$ cat config.mk
export PLATFORM = sky130hd
export DESIGN_NAME = emu_time_manager
export DESIGN_NICKNAME = d
export VERILOG_FILES = /design/src/rtl/emu_time_pkg.sv /design/src/rtl/dt_min_tree.sv /design/src/rtl/emu_time_manager.sv
export SDC_FILE = /design/constraint.sdc
export NUM_CORES = 1
export LEC_CHECK = 0
export CAP_MARGIN = 20
export CORE_MARGIN = 3
export CORE_UTILIZATION = 39
export CTS_CLUSTER_SIZE = 10
export DETAILED_ROUTE_END_ITERATION = 12
export HOLD_SLACK_MARGIN = 0.15
export PLACE_DENSITY_LB_ADDON = 0.05
export SLEW_MARGIN = 20
export SYNTH_ARGS = -nofsm -noshare
export SYNTH_HDL_FRONTEND = slang
export SYNTH_SLANG_ARGS = --single-unit
export TNS_END_PERCENT = 20
$ cat constraint.sdc
create_clock -name __emu_clk -period 10.4 [get_ports __emu_clk]
set_input_delay 2.08 -clock __emu_clk [delete_from_list [all_inputs] [get_ports __emu_clk]]
set_output_delay 2.08 -clock __emu_clk [all_outputs]
set_load 0.03 [all_outputs]
$ cat src/rtl/emu_time_pkg.sv
// Shared definitions for the emulation time manager: FSM state encoding,
// default absolute-time width and the global timestep width.
`ifndef DT_WIDTH
`define DT_WIDTH 32
`endif

package emu_time_pkg;

  typedef enum logic [1:0] {
    PAUSE = 2'd0,
    RUN   = 2'd1,
    STEP  = 2'd2,
    HALT  = 2'd3
  } emu_state_e;

  localparam int unsigned DEFAULT_TIME_WIDTH = 64;

endpackage

$ cat src/rtl/dt_min_tree.sv
// Combinational unsigned minimum over N_REQ flattened timestep requests.
`ifndef DT_WIDTH
`define DT_WIDTH 32
`endif

module dt_min_tree #(
  parameter int unsigned N_REQ = 2,
  parameter int unsigned WIDTH = `DT_WIDTH
) (
  input  logic [N_REQ*WIDTH-1:0] i_dt,
  output logic [WIDTH-1:0]       o_min
);

  // Linear scan; slot 0 seeds the running minimum.
  always_comb begin
    o_min = i_dt[WIDTH-1:0];
    for (int unsigned i = 1; i < N_REQ; i++) begin
      if (i_dt[i*WIDTH +: WIDTH] < o_min) begin
        o_min = i_dt[i*WIDTH +: WIDTH];
      end
    end
  end

endmodule

$ cat src/rtl/emu_time_manager.sv
// Emulation time manager: grants the smallest requested timestep each cycle,
// clamps it to an optional stop-time breakpoint, and sequences
// pause / free-run / single-step / halt operation.
`ifndef DT_WIDTH
`define DT_WIDTH 32
`endif

module emu_time_manager
  import emu_time_pkg::*;
#(
  parameter int unsigned N_REQ      = 2,
  parameter int unsigned TIME_WIDTH = DEFAULT_TIME_WIDTH
) (
  input  logic                         __emu_clk,
  input  logic                         __emu_rst,
  input  logic [N_REQ*`DT_WIDTH-1:0]   dt_req,
  input  logic                         ctrl_run,
  input  logic                         ctrl_step,
  input  logic                         stop_en,
  input  logic [TIME_WIDTH-1:0]        stop_time,
  output logic [`DT_WIDTH-1:0]         __emu_dt,
  output logic [TIME_WIDTH-1:0]        emu_time,
  output logic [31:0]                  step_count,
  output logic [1:0]                   state,
  output logic                         halted
);

  logic [`DT_WIDTH-1:0]  w_dt_min;
  logic [TIME_WIDTH-1:0] w_remain;
  logic                  w_clamp_hit;
  logic                  w_at_stop;
  logic                  w_step_edge;
  logic                  w_granting;

  emu_state_e            r_state;
  logic                  r_halted;
  logic [TIME_WIDTH-1:0] r_emu_time;
  logic [31:0]           r_step_count;
  logic                  r_step_prev;

  dt_min_tree #(
    .N_REQ (N_REQ),
    .WIDTH (`DT_WIDTH)
  ) u_dt_min (
    .i_dt  (dt_req),
    .o_min (w_dt_min)
  );

  // Distance to the breakpoint wraps at TIME_WIDTH; the clamp compares the
  // zero-extended minimum against it at full width.
  assign w_remain    = stop_time - r_emu_time;
  assign w_clamp_hit = stop_en && (w_remain < TIME_WIDTH'(w_dt_min));
  assign w_at_stop   = stop_en && (w_remain == '0);
  assign w_step_edge = ctrl_step && !r_step_prev;
  assign w_granting  = !__emu_rst && ((r_state == RUN) || (r_state == STEP));

  // Same-cycle grant: clamped remainder near the breakpoint, else the minimum.
  always_comb begin
    __emu_dt = '0;
    if (w_granting) begin
      __emu_dt = w_clamp_hit ? w_remain[`DT_WIDTH-1:0] : w_dt_min;
    end
  end

  // Run-control FSM; stop has priority over run, run over step.
  always_ff @(posedge __emu_clk) begin
    if (__emu_rst) begin
      r_state  <= PAUSE;
      r_halted <= 1'b0;
    end else begin
      case (r_state)
        PAUSE: begin
          if (w_at_stop) begin
            r_state  <= HALT;
            r_halted <= 1'b1;
          end else if (ctrl_run) begin
            r_state <= RUN;
          end else if (w_step_edge) begin
            r_state <= STEP;
          end
        end
        RUN: begin
          if (w_clamp_hit || w_at_stop) begin
            r_state  <= HALT;
            r_halted <= 1'b1;
          end else if (!ctrl_run) begin
            r_state <= PAUSE;
          end
        end
        STEP: begin
          if (w_clamp_hit) begin
            r_state  <= HALT;
            r_halted <= 1'b1;
          end else begin
            r_state <= PAUSE;
          end
        end
        HALT: begin
          if (!w_at_stop) begin
            r_state  <= PAUSE;
            r_halted <= 1'b0;
          end
        end
        default: begin
          r_state  <= PAUSE;
          r_halted <= 1'b0;
        end
      endcase
    end
  end

  // Time accumulation, saturating step counter and step-request edge history.
  always_ff @(posedge __emu_clk) begin
    if (__emu_rst) begin
      r_emu_time   <= '0;
      r_step_count <= '0;
      r_step_prev  <= 1'b0;
    end else begin
      r_emu_time  <= r_emu_time + TIME_WIDTH'(__emu_dt);
      r_step_prev <= ctrl_step;
      if ((__emu_dt != '0) && (r_step_count != '1)) begin
        r_step_count <= r_step_count + 32'd1;
      end
    end
  end

  assign emu_time   = r_emu_time;
  assign step_count = r_step_count;
  assign state      = r_state;
  assign halted     = r_halted;

endmodule
Yosys cells after proc, flatten, opt, wreduce, memory -nomap -nowiden
Index checks and enable logic that the tools add are counted.
{"block": "word_totals", "romBits": 0, "memories": 0, "ram_bits": 0, "reg_bits": 100, "latchBits": 0, "in_bits": 133, "elab_cells": 50}
{"block": "classes", "bitwise": 0, "n_addsub": 3, "n_div": 0, "mul": 0, "mux": 16, "shifts": 0, "n_reduce_logical": 14, "n_eq_ne": 10, "n_lt_le_gt_ge": 2}
{"cell": "two-way mux 32 bit", "n": 3}
{"cell": "adder 64 x 32 -> 64 bit", "n": 1}
{"cell": "logical NOT 64 bit", "n": 1}
{"cell": "< comparator 64 x 32 -> 1 bit", "n": 1}
{"cell": "subtractor 64 bit", "n": 1}
{"cell": "adder 32 x 1 -> 32 bit, second input constant", "n": 1}
{"cell": "< comparator 32 bit", "n": 1}
{"cell": "inequality test 32 bit, second input constant", "n": 1}
{"cell": "nonzero test 32 bit", "n": 1}
{"cell": "two-way mux 2 bit", "n": 7}
{"cell": "one-hot mux 2 bit (4 select lines)", "n": 1}
{"cell": "inequality test 2 bit, second input constant", "n": 3}
{"cell": "logical AND 1 bit", "n": 5}
{"cell": "equality test 2 bit, second input constant", "n": 2}
{"cell": "two-way mux 1 bit", "n": 4}
{"cell": "inequality test 4 bit, second input constant", "n": 1}
{"cell": "one-hot mux 1 bit (4 select lines)", "n": 1}
{"cell": "AND reduction 4 bit", "n": 1}
{"cell": "inequality test 3 x 2 -> 1 bit, second input constant", "n": 1}
{"cell": "AND reduction 3 bit", "n": 1}
{"cell": "equality test 2 x 1 -> 1 bit, second input constant", "n": 1}
{"cell": "logical NOT 1 bit", "n": 2}
{"cell": "logical NOT 2 bit", "n": 1}
{"cell": "logical OR 1 bit", "n": 2}
{"cell": "inequality test 2 x 1 -> 1 bit, second input constant", "n": 1}

Longest topological paths before layout
Gate-level depths: netlist (run 1).
{"block": "logic_depth", "depth_word": 8, "mapped_depth": 43, "ltp_nobuf": 39}

Cells and area by module
A second synthesis (run 1) with hierarchy kept.
{"block": "unflattened", "cells_unflattened": 1997, "area_unflattened_um2": 14032.2}
{"mod": "emu_time_manager", "cells_each": 1696, "area_per_inst_um2": 11852.6, "seq_area_each_um2": 2001.9, "instances": 1}
{"mod": "dt_min_tree", "cells_each": 301, "area_per_inst_um2": 2179.6, "seq_area_each_um2": 0.0, "instances": 1}

Least setup slack after synthesis (run 1)
Ideal clock, no wire load.
{"block": "synth_path", "path_type": "input port to flip-flop", "from": "input port dt_req[9]", "to": "register r_emu_time[44] (netlist: emu_time[44])", "stages": 42, "setup_slack_ps": -678, "n_path_buf": 6, "t_arrival_ps": 10951, "required_time_ps": 10272, "setup_ps": 128, "path_cell_list": "inv_1 > ha_1 > a211oi_1 > o21a_1 > o211ai_1 > a311oi_1 > o31ai_1 > a21o_1 > clkbuf_1 > buf_1 > buf_1 > mux2i_1 > ha_1 > a21o_1 > a21o_1 > a21o_1 > a21oi_1 > nor2b_1 > [6 not listed] > clkbuf_1 > a211oi_1 > ha_1 > a21o_1 > a21oi_1 > o21bai_1 > a21oi_1 > o21bai_1 > a311oi_1 > o41ai_1 > or4_1 > a31o_2 > a311oi_1 > nor2b_1 > clkbuf_1 > nand3_1 > xnor2_1 > nor2_1"}
{"block": "synth_via", "elab_chain_len": 7}
{"item": "start: declaration", "line": "emu_time_manager.sv:16", "text": "input logic [N_REQ*`DT_WIDTH-1:0] dt_req,"}
{"item": "< comparator 32 bit", "line": "dt_min_tree.sv:18", "text": "if (i_dt[i*WIDTH +: WIDTH] < o_min) begin"}
{"item": "two-way mux 32 bit (*)", "line": "dt_min_tree.sv:18"}
{"item": "< comparator 64 x 32 -> 1 bit", "line": "emu_time_manager.sv:52", "text": "assign w_clamp_hit = stop_en && (w_remain < TIME_WIDTH'(w_dt_min));"}
{"item": "logical AND 1 bit", "line": "emu_time_manager.sv:52"}
{"item": "two-way mux 32 bit (*)", "line": "emu_time_manager.sv:61", "text": "__emu_dt = w_clamp_hit ? w_remain[`DT_WIDTH-1:0] : w_dt_min;"}
{"item": "two-way mux 32 bit (*)", "line": "emu_time_manager.sv:60", "text": "if (w_granting) begin"}
{"item": "via __emu_dt[2]", "line": "emu_time_manager.sv:21", "text": "output logic [`DT_WIDTH-1:0] __emu_dt,"}
{"item": "adder 64 x 32 -> 64 bit (*)", "line": "emu_time_manager.sv:119", "text": "r_emu_time <= r_emu_time + TIME_WIDTH'(__emu_dt);"}
{"item": "end signal: assignment", "line": "emu_time_manager.sv:119"}
{"item": "end: declaration", "line": "emu_time_manager.sv:37", "text": "logic [TIME_WIDTH-1:0] r_emu_time;"}
Mark *: on every way through the listed nets, which the timed path passes. The rest lies on a longest branch.
A chain may end at the register's enable or synchronous reset.

Worst setup path in the final report (run 1)
{"block": "layout_path", "from": "input port dt_req[5]", "to": "output port __emu_dt[21]"}
{"block": "layout_via", "elab_chain_len": 6}
{"item": "< comparator 32 bit", "line": "dt_min_tree.sv:18"}
{"item": "two-way mux 32 bit (*)", "line": "dt_min_tree.sv:18"}
{"item": "< comparator 64 x 32 -> 1 bit", "line": "emu_time_manager.sv:52"}
{"item": "logical AND 1 bit", "line": "emu_time_manager.sv:52"}
{"item": "two-way mux 32 bit (*)", "line": "emu_time_manager.sv:61"}
{"item": "two-way mux 32 bit (*)", "line": "emu_time_manager.sv:60"}
{"item": "end: declaration", "line": "emu_time_manager.sv:21"}
Every way passes the cells marked *; elsewhere a longest branch is shown, timed or not.

==> results of run 1 <==
==> per-layer routing <==
metal	vias to the layer above	part of all wire, %	track usage (%)
met3	64	7.5	6.88
met2	482	43	44.9
met5	-	0	0
li1	7633	-	-
met1	7202	46	39.5
met4	0	2.6	8.28
==> cells by family (layout without fill, tap and decap cells) <==
group | Yosys count | after routing | share of synthesized area (%)
AOI/OAI and AO/OA | 512 | 512 | 26.3
xor gates and xnor gates | 96 | 96 | 6.49
adders and majority gates | 165 | 165 | 16.1
buffers and inverters | 207 | 761 | 6.36
DFF | 100 | 100 | 15.5
muxes | 44 | 44 | 3.71
and+or+nand+nor | 661 | 661 | 25.7
==> metrics by stage <==
step,hold WS [ns],cell area (sq um),util [%],setup TNS [ns]
2_1_floorplan,0.615,13000,-,0
3_3_place_gp,0.485,18700,57.2,-10.45
3_5_place_dp,0.489,18700,57.2,-15.03
4_1_cts,0.506,19000,58.3,0
5_1_grt,0.543,19400,59.4,0
6_report,0.507,19400,59.4,0
==> tightest hold or removal path: cells and delay by family, from the launching register on <==
family	cells	cell delay, ns
flops	1	0.34
compound gates	2	0.13
==> state kept, by name, indices dropped and copies added, names as in the netlist <==
| name | flops |
|---|---|
| step_count | 32 |
| emu_time | 64 |
| r_step_prev | 1 |
| halted | 1 |
| state | 2 |
==> cells in the final DEF (no fill, tap or decap), types with 28 or more instances in the layout <==
cell,count
nor3_1,44
ha_1,162
clkdlybuf4s50_1,230
a211oi_1,40
nand4_1,48
or3_1,35
mux2i_1,33
dfxtp_1,100
o21ai_0,86
buf_4,341
nand2_1,133
nand3_1,48
a21oi_1,147
inv_1,140
buf_12,28
nor2_1,193
xnor2_1,73
a21o_1,42
==> cell usage after synthesis (36+ instances only) <==
cell type    n
nor2_1     196
ha_1       163
a21oi_1    155
inv_1      141
nand2_1    133
dfxtp_1    100
o21ai_0     89
xnor2_1     73
a211oi_1    53
nand3_1     48
nand4_1     48
clkbuf_1    45
nor3_1      45
a21o_1      43
mux2i_1     36
==> power groups by stage <==
stage	clock (W)	sequential (W)	combinational (W)
2_1_floorplan	0	0.000544	0.00103
3_3_place_gp	0	0.000491	0.00209
3_5_place_dp	0	0.000491	0.00211
4_1_cts	0.000406	0.000482	0.00213
5_1_grt	0.000418	0.000488	0.00236
6_report	0.000395	0.000483	0.00219
==> path summary, 6_finish.rpt <==
path | from | slack (ns) | depth (start not counted) | end
worst min register to register | step_count[18] | 0.51 | 2 | step_count[18]
worst max-delay path | dt_req[5] | 0.33 | 30 | __emu_dt[21]
worst min-delay path | step_count[18] | 0.51 | 2 | step_count[18]
worst max register to register | emu_time[0] | 2.25 | 41 | emu_time[55]
==> final cells by class <==
cell class / count / area share, %
clock buffer: 9 / 1.16
tap: 442 / 2.85
inverter: 141 / 2.73
multi-input combinational: 1478 / 54.0
sequential: 100 / 10.3
clock inverter: 7 / 0.530
timing repair buffer: 604 / 28.4
==> repair_timing <==
item | in CTS | in global routing
cloned | 0 | 2
pin swaps | 0 | 21
endpoints found under the setup margin | 26 | 56
setup buffers | 0 | 5
resized for setup | 5 | 58
==> flow_summary.json, run 1 <==
{
  "swShare_pct": 46.7,
  "crit_fanout": 32,
  "crit_arrival_ns": 7.99,
  "drv_slew": 0,
  "grt.total_usage_pct": 28.8,
  "syn-num-nets": 2083,
  "clockBufferDepth": 2,
  "ys_types": 94,
  "grt_pass1_vias": 15000,
  "status": "finished clean",
  "clkLatencyLatePin_ns": 0.37,
  "drt-total-wl_um": 53100,
  "power.switching_w": 0.00143,
  "yosysWarnings": 0,
  "synthArstFlopShare_pct": 0,
  "syn_to_final_growth_pct": 49.6,
  "synthFlopType": "dfxtp_1",
  "yosysSeqAreaShare_pct": 15.5,
  "wire_per_inst_um": 19.1,
  "synth_top_area_cell": "ha_1",
  "die_area_sq_mm": 0.0354,
  "p_int_w": 0.00164,
  "drtIter0Drc": 1030,
  "path_delay_family": "compound AO/OA/AOI/OAI gates",
  "core-area_sq_mm": 0.0326,
  "period_share_pct": 96.9,
  "place_ws_ns": -0.585,
  "min_period_ns": 10.07,
  "max_stage_delay_ns": 0.55,
  "htree_levels": 3,
  "die_x_um": 188,
  "grt_setup_unrepaired": "no",
  "start_kind": "primary input",
  "max_slew_margin_pct": 37.8,
  "seqCellArea_sq_mm": 0.00200,
  "ir_drop_v": 0.000122,
  "synthCells": 1785,
  "hpwl_um": 44200,
  "tritoncts": "yes",
  "antenna_found_initial": 0,
  "initial_core_util_pct": 39.7,
  "power.leakage_nw": 8.08,
  "finalSetupViolCount": 0,
  "tightest_slew_ns": 0.925,
  "die_y_um": 188,
  "cts_made_buffers": 9,
  "cts.sinks": 100,
  "gp_congestion": 0.970,
  "rows": 66,
  "synth_edf_count": 0,
  "nFillCells": 3051,
  "setup_ws_ns": 0.326,
  "clock_power_share_pct": 12.9,
  "p_per_area_mw_per_mm2": 158,
  "end_kind": "output port",
  "dr.pass1.iters": 6,
  "clock.fmax_mhz": 99.3,
  "cts_root_buf": "clkbuf_16",
  "vias_per_cell": 5.53,
  "synth.cell_area_sq_mm": 0.0129,
  "layout-drive-gt1-share_pct": 20.8,
  "grt_max_degree": 67,
  "finalHoldViolCount": 0,
  "antenna_cells": 0,
  "crit_slowest_cell": "a211oi_1",
  "portBuffers": 263,
  "grt_pass1_wl_um": 81500,
  "io_pins": 264,
  "antenna_left": 0,
  "synthTopCellsByArea": "ha_1 16%, dfxtp_1 15%, a21oi_1 6.0%, nor2_1 5.7%, xnor2_1 4.9%",
  "synth.top_cell.area_share_pct": 15.8,
  "syn_avg_cell_area_sq_um": 7.25,
  "drc_errors": 0,
  "hold_class": "register to register",
  "path_buf_inv": 10,
  "critPathMostFrequentCell": "buf_4",
  "p_comb_share_pct": 71.4,
  "instances_no_fill": 2781,
  "vias": 15400,
  "p_seq_share_pct": 15.7,
  "dp_cells": 2758,
  "cp_data_required_time_ns": 8.32,
  "multi_input_area_sq_mm": 0.0105,
  "ys_ff_latch": 100,
  "final_nets": 2632,
  "power.total_w": 0.00307,
  "grt_overflow": 0,
  "path_class": "primary input to output port",
  "ctsHoldBuffers": 0,
  "cap_violations": 0,
  "skew_ns": 0.0101,
  "clk_pin_slew_ns": 0.09
}
(Power assumes the default switching activity.)
==> run 2: changes to the inputs <==
--- a/config.mk
+++ b/config.mk
@@ -7,5 +7,4 @@
 export LEC_CHECK = 0
 export CAP_MARGIN = 20
-export CORE_MARGIN = 3
 export CORE_UTILIZATION = 39
 export CTS_CLUSTER_SIZE = 10
==> constraint.sdc (replaced) <==
create_clock -name __emu_clk -period 10.4 [get_ports __emu_clk]
set_input_delay 3.12 -clock __emu_clk [delete_from_list [all_inputs] [get_ports __emu_clk]]
set_output_delay 3.12 -clock __emu_clk [all_outputs]
set_load 0.03 [all_outputs]
==> flow_summary.json, run 2 (same netlist as run 1, synthesis figures left out) <==
{
  "setup_ws_ns": -0.611,
  "grt_pass1_vias": 16400,
  "ir_drop_v": 0.000135,
  "crit_arrival_ns": 7.89,
  "clockBufferDepth": 2,
  "vias": 16400,
  "cts_made_buffers": 9,
  "hpwl_um": 46600,
  "drv_slew": 0,
  "instances_no_fill": 3005,
  "grt_max_degree": 63,
  "htree_levels": 3,
  "finalSetupViolCount": 45,
  "finalHoldViolCount": 0,
  "die_x_um": 184,
  "initial_core_util_pct": 39.7,
  "cp_data_required_time_ns": 7.28,
  "portBuffers": 263,
  "die_area_sq_mm": 0.0339,
  "core-area_sq_mm": 0.0326,
  "clk_pin_slew_ns": 0.08,
  "path_delay_family": "compound AO/OA/AOI/OAI gates",
  "ctsHoldBuffers": 0,
  "final_nets": 2853,
  "tightest_slew_ns": 0.774,
  "critPathMostFrequentCell": "buf_12",
  "cap_violations": 0,
  "status": "finished with violations",
  "grt_overflow": 0,
  "path_buf_inv": 7,
  "grt.total_usage_pct": 33.5,
  "rows": 66,
  "period_share_pct": 106,
  "die_y_um": 184,
  "crit_fanout": 6,
  "clkLatencyLatePin_ns": 0.39,
  "syn_to_final_growth_pct": 73.1,
  "crit_slowest_cell": "a311oi_2",
  "hold_class": "register to register",
  "power.leakage_nw": 9.36,
  "skew_ns": 0.0121,
  "utilization_pct": 68.7,
  "wire_per_inst_um": 19.0,
  "cts.sinks": 100,
  "grt_pass1_wl_um": 88800,
  "dp_cells": 2939,
  "clock.fmax_mhz": 90.8,
  "grt_setup_unrepaired": "yes",
  "max_slew_margin_pct": 48.3,
  "gp_congestion": 1.00,
  "largest_reg_flops": 64,
  "p_per_area_mw_per_mm2": 156,
  "final_cell_mix": "533 x buf_4, 167 x nor2_1, 164 x clkdlybuf4s50_1",
  "tritoncts": "yes",
  "io_pins": 264,
  "path_class": "primary input to output port",
  "vias_per_cell": 5.47,
  "start_kind": "primary input",
  "antenna_found_initial": 6,
  "drt-total-wl_um": 57000,
  "drc_errors": 0,
  "cts_root_buf": "clkbuf_16",
  "dr.pass1.iters": 6,
  "drtIter0Drc": 998,
  "antenna_left": 0,
  "final_common_cell": "buf_4",
  "end_kind": "output port",
  "layout-drive-gt1-share_pct": 35.2,
  "min_period_ns": 11.01,
  "max_stage_delay_ns": 0.36,
  "violations": "setup timing"
}
## run 2: cell types whose count changed in the layout (fill, tap and decap cells not counted), moves of 17 or more
cell	previous run	this run
buf_4	341	533
clkdlybuf4s50_1	230	164
ha_1	162	126
ha_4	0	35
dlygate4sd2_1	0	34
a211oi_4	7	33
nor2_1	193	167
a211oi_1	40	16
buf_2	0	18
buf_6	2	20
nor2_2	2	20
inv_1	140	123
## run 2: what timing repair did
action                     in CTS  in global routing
setup endpoints to repair      70                 69
cloned                          4                  2
pin swaps                      87                 68
setup buffers                  35                  8
gates resized for setup       327                 65
## run 2: worst min-delay path: stages (launching register included)
cell	delay (ns)
dfxtp_1	0.33
o21ai_1	0.07
a21oi_1	0.06
## run 2: worst paths after layout
check	slack (ns)	to	depth (start not counted)	startpoint
worst max-delay path	-0.61	__emu_dt[10]	25	dt_req[36]
worst min-delay path	0.51	step_count[26]	2	step_count[26]
worst max register to register	2.23	emu_time[40]	41	emu_time[0]
worst min register to register	0.51	step_count[26]	2	step_count[26]
## run 2: layout make-up
type                       count  area (sq um)
fill                        2798         10200
clock inverter                 6          77.6
sequential                   100          2000
timing repair buffer         825          7340
multi-input combinational   1478         11700
tap                          442           553
inverter                     141           537
antenna                        4          10.0
clock buffer                   9           225
## run 2: power by group
part / leakage, nW / total, W / internal (W) / switching (W)
registers: 0.809 / 0.000472 / 0.000425 / 0.0000472
clock network: 0.146 / 0.000374 / 0.000191 / 0.000183
logic: 8.41 / 0.00265 / 0.00129 / 0.00136
## run 2: through the flow
| step | cell area, sq um | total power, W | setup slack (ns) | hold WS (ns) | setup TNS, ns |
|---|---|---|---|---|---|
| after CTS | 22100 | 0.00343 | -0.481 | 0.510 | -14.04 |
| final | 22400 | 0.00350 | -0.611 | 0.508 | -20.31 |
| after floorplan | 13600 | 0.00165 | -0.124 | 0.615 | -2.87 |
| after detailed placement | 20700 | 0.00286 | -1.26 | 0.498 | -75.43 |
| after global placement | 20700 | 0.00285 | -1.08 | 0.484 | -60.27 |
| after global routing | 22400 | 0.00370 | -0.794 | 0.539 | -32.08 |
## run 2: metal layers
metal | up-vias | global-route usage [%] | part of all wire (%)
met1 | 7802 | 42.3 | 44
met4 | 4 | 12.3 | 3.3
met5 | - | 0 | 0.047
met2 | 461 | 57.7 | 48
met3 | 102 | 4.72 | 5.1
li1 | 8056 | - | -
==> RTL change 1: new RTL, config.mk and constraints of run 1 <==
Register the inputs `dt_req`, `ctrl_run`, `ctrl_step`, `stop_en` and `stop_time` before use, cleared by the reset. The logic sees them one clock later.
--- a/src/rtl/emu_time_manager.sv
+++ b/src/rtl/emu_time_manager.sv
@@ -27,2 +27,24 @@
 
+  logic [N_REQ*`DT_WIDTH-1:0] dt_req_q;
+  logic ctrl_run_q;
+  logic ctrl_step_q;
+  logic stop_en_q;
+  logic [TIME_WIDTH-1:0] stop_time_q;
+
+  always_ff @(posedge __emu_clk) begin
+    if (__emu_rst) begin
+      dt_req_q    <= '0;
+      ctrl_run_q  <= '0;
+      ctrl_step_q <= '0;
+      stop_en_q   <= '0;
+      stop_time_q <= '0;
+    end else begin
+      dt_req_q    <= dt_req;
+      ctrl_run_q  <= ctrl_run;
+      ctrl_step_q <= ctrl_step;
+      stop_en_q   <= stop_en;
+      stop_time_q <= stop_time;
+    end
+  end
+
   logic [`DT_WIDTH-1:0]  w_dt_min;
@@ -44,3 +66,3 @@
   ) u_dt_min (
-    .i_dt  (dt_req),
+    .i_dt  (dt_req_q),
     .o_min (w_dt_min)
@@ -50,6 +72,6 @@
   // zero-extended minimum against it at full width.
-  assign w_remain    = stop_time - r_emu_time;
-  assign w_clamp_hit = stop_en && (w_remain < TIME_WIDTH'(w_dt_min));
-  assign w_at_stop   = stop_en && (w_remain == '0);
-  assign w_step_edge = ctrl_step && !r_step_prev;
+  assign w_remain    = stop_time_q - r_emu_time;
+  assign w_clamp_hit = stop_en_q && (w_remain < TIME_WIDTH'(w_dt_min));
+  assign w_at_stop   = stop_en_q && (w_remain == '0);
+  assign w_step_edge = ctrl_step_q && !r_step_prev;
   assign w_granting  = !__emu_rst && ((r_state == RUN) || (r_state == STEP));
@@ -75,3 +97,3 @@
             r_halted <= 1'b1;
-          end else if (ctrl_run) begin
+          end else if (ctrl_run_q) begin
             r_state <= RUN;
@@ -85,3 +107,3 @@
             r_halted <= 1'b1;
-          end else if (!ctrl_run) begin
+          end else if (!ctrl_run_q) begin
             r_state <= PAUSE;
@@ -119,3 +141,3 @@
       r_emu_time  <= r_emu_time + TIME_WIDTH'(__emu_dt);
-      r_step_prev <= ctrl_step;
+      r_step_prev <= ctrl_step_q;
       if ((__emu_dt != '0) && (r_step_count != '1)) begin
Behaviour: not the same (Yosys sat finds a counterexample within 4 cycles, from zero or initial values and one cycle with __emu_rst high).
==> RTL change 1 against run 1 <==
  * Sequential cell count grew 131
  * Wire length is 0.21% higher
  * Area after synthesis up 24%
  * Register-to-register slack got worse by 1.5 ns
  * Worst hold slack worse by 0.079 ns
  * Design area rose by 3.6%
  * Cell count decreased by 0.11%
  * Setup slack better by 0.47 ns
  * Synthesized cell count up 13%
Power is not compared: it rests on default switching activity, and its combinational part moved more than twofold at a synthesized area within 25%.
==> RTL change 1: results (changes against run 1) <==
P_int=about 1.9 mW; CTS Buf Count=29 (was 9); diodes inserted=0 (unchanged); Placed Cells=2734 (was 2758); ys async rst share=0% (unchanged); vias=15.34k (was 15.38k); status=complete, no violations (unchanged); Cell Area, Placed=19150 sq um (was 18670 sq um); CP arrival=10.02 ns (was 7.99 ns); fin nets=2543 (was 2632); CP max stage cell=nor3_1 (was a211oi_1); Final HPWL DP=42860 um (was 44240 um); syn_area_per_cell=7.991 sq um (was 7.253 sq um); largest net degree at the start of global routing=98 (was 67); Mapped Nets=2311 (was 2083); clk slew on worst S/H paths=0.06 ns (was 0.09 ns); Post-CTS Resized=0 (was 5); GR Util met3=3.723% (was 6.884%); htree depth=1 (was 3); total track usage=23.33% (was 28.76%); fill count=3931 (was 3051); Max FO, Critical Path=28 (was 32); Final Skew=0.03146 ns (was 0.01011 ns); GRT met2 Usage=37.26% (was 44.90%); Worst-Margin Slew=0.9129 ns (was 0.9251 ns); post-synth cell types=90 (was 94); fraction of layout cells with a size suffix above 1=3.995% (was 20.82%); top post-synthesis cells by count=dfxtp_1 (231), nor2_1 (185), ha_1 (163) (was nor2_1 (196), ha_1 (163), a21oi_1 (155)); clk_lat worst skew=0.58 ns (was 0.37 ns); Finished Layout Cells=2778 (was 2781); Synth area leaders=dfxtp_1 (29%), ha_1 (13%), nor2b_1 (6.0%) (was ha_1 (16%), dfxtp_1 (15%), a21oi_1 (6.0%)); CP peak stage delay=0.59 ns (was 0.55 ns)
==> RTL change 1: cell count changes in the layout (fill, tap and decap cells not counted), sizes merged, moves of 7 or more <==
cell / before / now
or3: 35 / 27
dfxtp: 100 / 231
nand2: 134 / 119
clkdlybuf4s50: 230 / 262
nor2: 196 / 186
nor2b: 19 / 155
clkbuf: 10 / 33
a211oi: 54 / 40
a21oi: 156 / 163
inv: 143 / 135
buf: 373 / 18
and4: 6 / 13
==> RTL change 1: tightest hold or removal path, cell delays in order, from the launching register on <==
cell     delay [ns]
dfxtp_1        0.29
inv_1          0.06
nor2_1         0.04
==> RTL change 1: per-layer routing <==
metal  vias up  routed length (um)
li1       7628                   -
met1      7180               25090
met2       449               23660
met3        83                3038
met4         0                1450
met5         -                   0
==> RTL change 1: through the flow <==
| stage | hold WS (ns) | setup slack (ns) | utilization (%) |
|---|---|---|---|
| 3_5_place_dp | 0.4215 | 0.7442 | 47.54 |
| 4_1_cts | 0.4292 | 0.6960 | 49.68 |
| 6_report | 0.4273 | 0.7982 | 49.84 |
| 5_1_grt | 0.4539 | 0.06857 | 49.84 |
| 3_3_place_gp | 0.4180 | 0.7906 | 47.52 |
| 2_1_floorplan | 0.4046 | 0.9691 | - |
==> RTL change 1: worst paths after layout <==
check,slack (ns),cells past startpoint,startpoint,endpoint
max,0.80,40,emu_time[2],emu_time[63]
min,0.43,2,ctrl_step_q,r_step_prev
max reg2reg,0.80,40,emu_time[2],emu_time[63]
min reg2reg,0.43,2,ctrl_step_q,r_step_prev
==> RTL change 1: power by group through the flow <==
stage / combinational [mW] / clock [mW] / sequential (mW)
floorplan: 0.704 / 0 / 1.01
global placement: 1.06 / 0 / 0.992
detailed placement: 1.07 / 0 / 0.992
global route: 1.20 / 1.01 / 0.978
CTS: 1.07 / 0.971 / 0.973
finish: 1.09 / 0.941 / 0.973
==> RTL change 1: kinds of logic after synthesis <==
kind of cell | share of synthesized area, %
DFF | 28.75
and+or+nand+nor | 24.62
muxes | 2.388
xor gates and xnor gates | 5.499
AOI/OAI and AO/OA | 20.56
buffers and inverters | 5.250
adders and majority gates | 12.93
==> RTL change 1: area by class of cell <==
type                       instances  area [sq um]  share of cell area, %
timing repair buffer             280          2786                  13.88
tap                              525         656.9                  3.272
inverter                         134         503.0                  2.506
multi-input combinational       1569         10640                  53.00
clock inverter                     6         102.6                 0.5111
sequential                       231          4624                  23.04
clock buffer                      33         760.7                  3.790
==> RTL change 2: new RTL, settings of run 1 <==
Without the edit above. Change the package constant `DEFAULT_TIME_WIDTH` from 64 to 60.
--- a/src/rtl/emu_time_pkg.sv
+++ b/src/rtl/emu_time_pkg.sv
@@ -15,3 +15,3 @@
 
-  localparam int unsigned DEFAULT_TIME_WIDTH = 64;
+  localparam int unsigned DEFAULT_TIME_WIDTH = 60;
 
Ports: changed (resized emu_time and stop_time); port bits go from 264 to 256. No check against the original RTL was run, so the function may have changed too.
==> RTL change 2 against run 1 <==
  * Sequential cell count down 4
  * Core utilization down 7.0 points
  * Wire length down 9.8%
  * Total power down 38%
  * Sequential share of layout area up 1.2 points
  * Synthesized cell count down 5.2%
  * Non-clock buffer count down 267
  * Setup slack better by 0.074 ns
  * Area after synthesis down 2.8%
  * Clock skew up 0.0046 ns
  * Fmax up 0.73%
  * Design area down 14%
  * Largest cell class unchanged
  * Largest power group unchanged
  * Highest routed layer unchanged
==> RTL change 2: results (changes against run 1) <==
htree depth=3 (unchanged); first-pass GRT wire length=72060 um (was 81500 um); total track usage=26.81% (was 28.76%); Synth area leaders=ha_1 (16%), dfxtp_1 (15%), nor2_1 (5.7%) (was ha_1 (16%), dfxtp_1 (15%), a21oi_1 (6.0%)); DR iter-0 viols=940 (was 1030); register area share after synthesis=15.27% (was 15.46%); Max FO, Critical Path=31 (was 32); clk buf depth=2 (unchanged); I/O Buffers=255 (was 263); drt pass-1 iters=5 (was 6); YS warnings=0 (unchanged); xor/xnor cell area share of the yosys netlist=5.916% (was 6.495%); diodes inserted=0 (unchanged); clk_lat worst skew=~0.36 ns; final wirelength=47920 um (was 53130 um); fin nets=2265 (was 2632); Final Skew=0.01475 ns (was 0.01011 ns); Largest register FFs=60 (was 64); status=complete, no violations (unchanged); clk slew on worst S/H paths=roughly 0.08 ns; Synth Flop Type=dfxtp_1 (unchanged); Fin. Hold Viols=0 (unchanged); post-synthesis mux area share=4.037% (was 3.711%); routability congestion estimate=0.9475 (was 0.9701); Sink Count=96 (was 100); Worst-Margin Slew=0.9045 ns (was 0.9251 ns); Compound-Gate Fraction of Synth Area=27.85% (was 26.26%); CP arrival=7.92 ns (was 7.99 ns); CTS Buf Count=9 (unchanged); fraction of layout cells with a size suffix above 1=10.61% (was 20.82%); Synth Area in Adders=16.13% (was 16.06%); fill count=3121 (was 3051); root buffer cell=clkbuf_16 (unchanged); NetSw=865.8 uW (was 1.431 mW); vias in the first global route=12.68k (was 14.95k); Fin Setup TNS=0 ns (unchanged); leak pwr=6.777 nW (was 8.075 nW); post-synth cell types=99 (was 94); Mapped Nets=1983 (was 2083); largest net degree at the start of global routing=81 (was 67); worst hold path class=flop to flop (unchanged); vias=13.78k (was 15.38k); top post-synthesis cells by count=nor2_1 (190), ha_1 (159), a21oi_1 (135) (was nor2_1 (196), ha_1 (163), a21oi_1 (155)); Peak VDD IR=0.09112 mV (was 0.1223 mV); Final HPWL DP=40170 um (was 44240 um)
-- RTL change 2: cell count changes after synthesis, sizes merged, moves of 12 or more --
cell    before  now
inv        141  120
a21oi      156  143
o21ai      108   93
a21o        43   61
nand2      134  110
nand3       49   30
or3         35   18
buf         18   30
clkbuf      48   36
xnor2       73   57
-- RTL change 2: metrics by stage --
step           setup WS (ns)  area (sq um)  cells
2_1_floorplan       0.002977         12650   1693
3_3_place_gp          0.1244         16230   2366
3_5_place_dp        -0.06449         16230   2366
4_1_cts               0.2310         16530   2382
5_1_grt             -0.04163         16620   2382
6_report              0.3996         16620   2382
-- RTL change 2: logic make-up (layout without fill, tap and decap cells) --
group,count (synthesis),in the layout
AND/OR/NAND/NOR,612,612
AO/OA/AOI/OAI,503,503
buffers and inverters,186,473
adder cells (fa/ha/maj),161,161
flip-flops,96,96
XOR/XNOR,85,85
multiplexers,50,50
-- RTL change 2: worst paths after layout --
| path | from | endpoint | slack, ns | depth (start not counted) |
|---|---|---|---|---|
| setup reg to reg | emu_time[2] | emu_time[53] | 2.24 | 36 |
| hold reg to reg | step_count[4] | step_count[4] | 0.50 | 1 |
| hold / removal | step_count[4] | step_count[4] | 0.50 | 1 |
| setup / recovery | stop_time[0] | __emu_dt[29] | 0.40 | 24 |
-- RTL change 2: power by group through the flow --
stage               logic, mW  clock network (mW)  registers [mW]
floorplan               0.633                   0           0.456
global placement         1.09                   0           0.430
detailed placement       1.10                   0           0.429
CTS                      1.11               0.349           0.421
global route             1.23               0.361           0.424
finish                   1.13               0.341           0.422
-- RTL change 2: timing repair --
item,CTS,global route
hold buffers,0,0
endpoints found under the setup margin,0,36
resized for setup,0,24
-- RTL change 2: final cells by class --
type | count | area, sq um | area share [%]
tap | 402 | 503.0 | 3.027
timing repair buffer | 337 | 3401 | 20.47
multi-input combinational | 1411 | 10040 | 60.42
clock buffer | 10 | 239.0 | 1.438
clock inverter | 6 | 61.31 | 0.3689
sequential | 96 | 1922 | 11.57
inverter | 120 | 450.4 | 2.711
-- RTL change 2: metal layers --
layer  vias up  global-route usage (%)  share of wire [%]
li1       6798                       -                  -
met5         -                       0                  0
met2       453                   40.40                 43
met4         0                   5.660                1.6
met3        47                   3.869                5.9
met1      6485                   40.45                 50
-- RTL change 2: worst max-delay path: stages --
cell	delay (ns)
clkdlybuf4s50_1	0.39
inv_1	0.06
ha_1	0.16
inv_1	0.05
fa_1	0.47
a211oi_4	0.33
buf_4	0.17
o211ai_2	0.16
a21oi_4	0.27
a211oi_1	0.21
a211oi_2	0.35
xnor2_1	0.12
buf_4	0.17
ha_1	0.28
and4_1	0.25
and4_1	0.21
o2111ai_1	0.12
and4_1	0.25
nand4_1	0.20
buf_6	0.28
buf_6	0.28
nor2_1	0.08
a211oi_1	0.75
buf_12	0.20
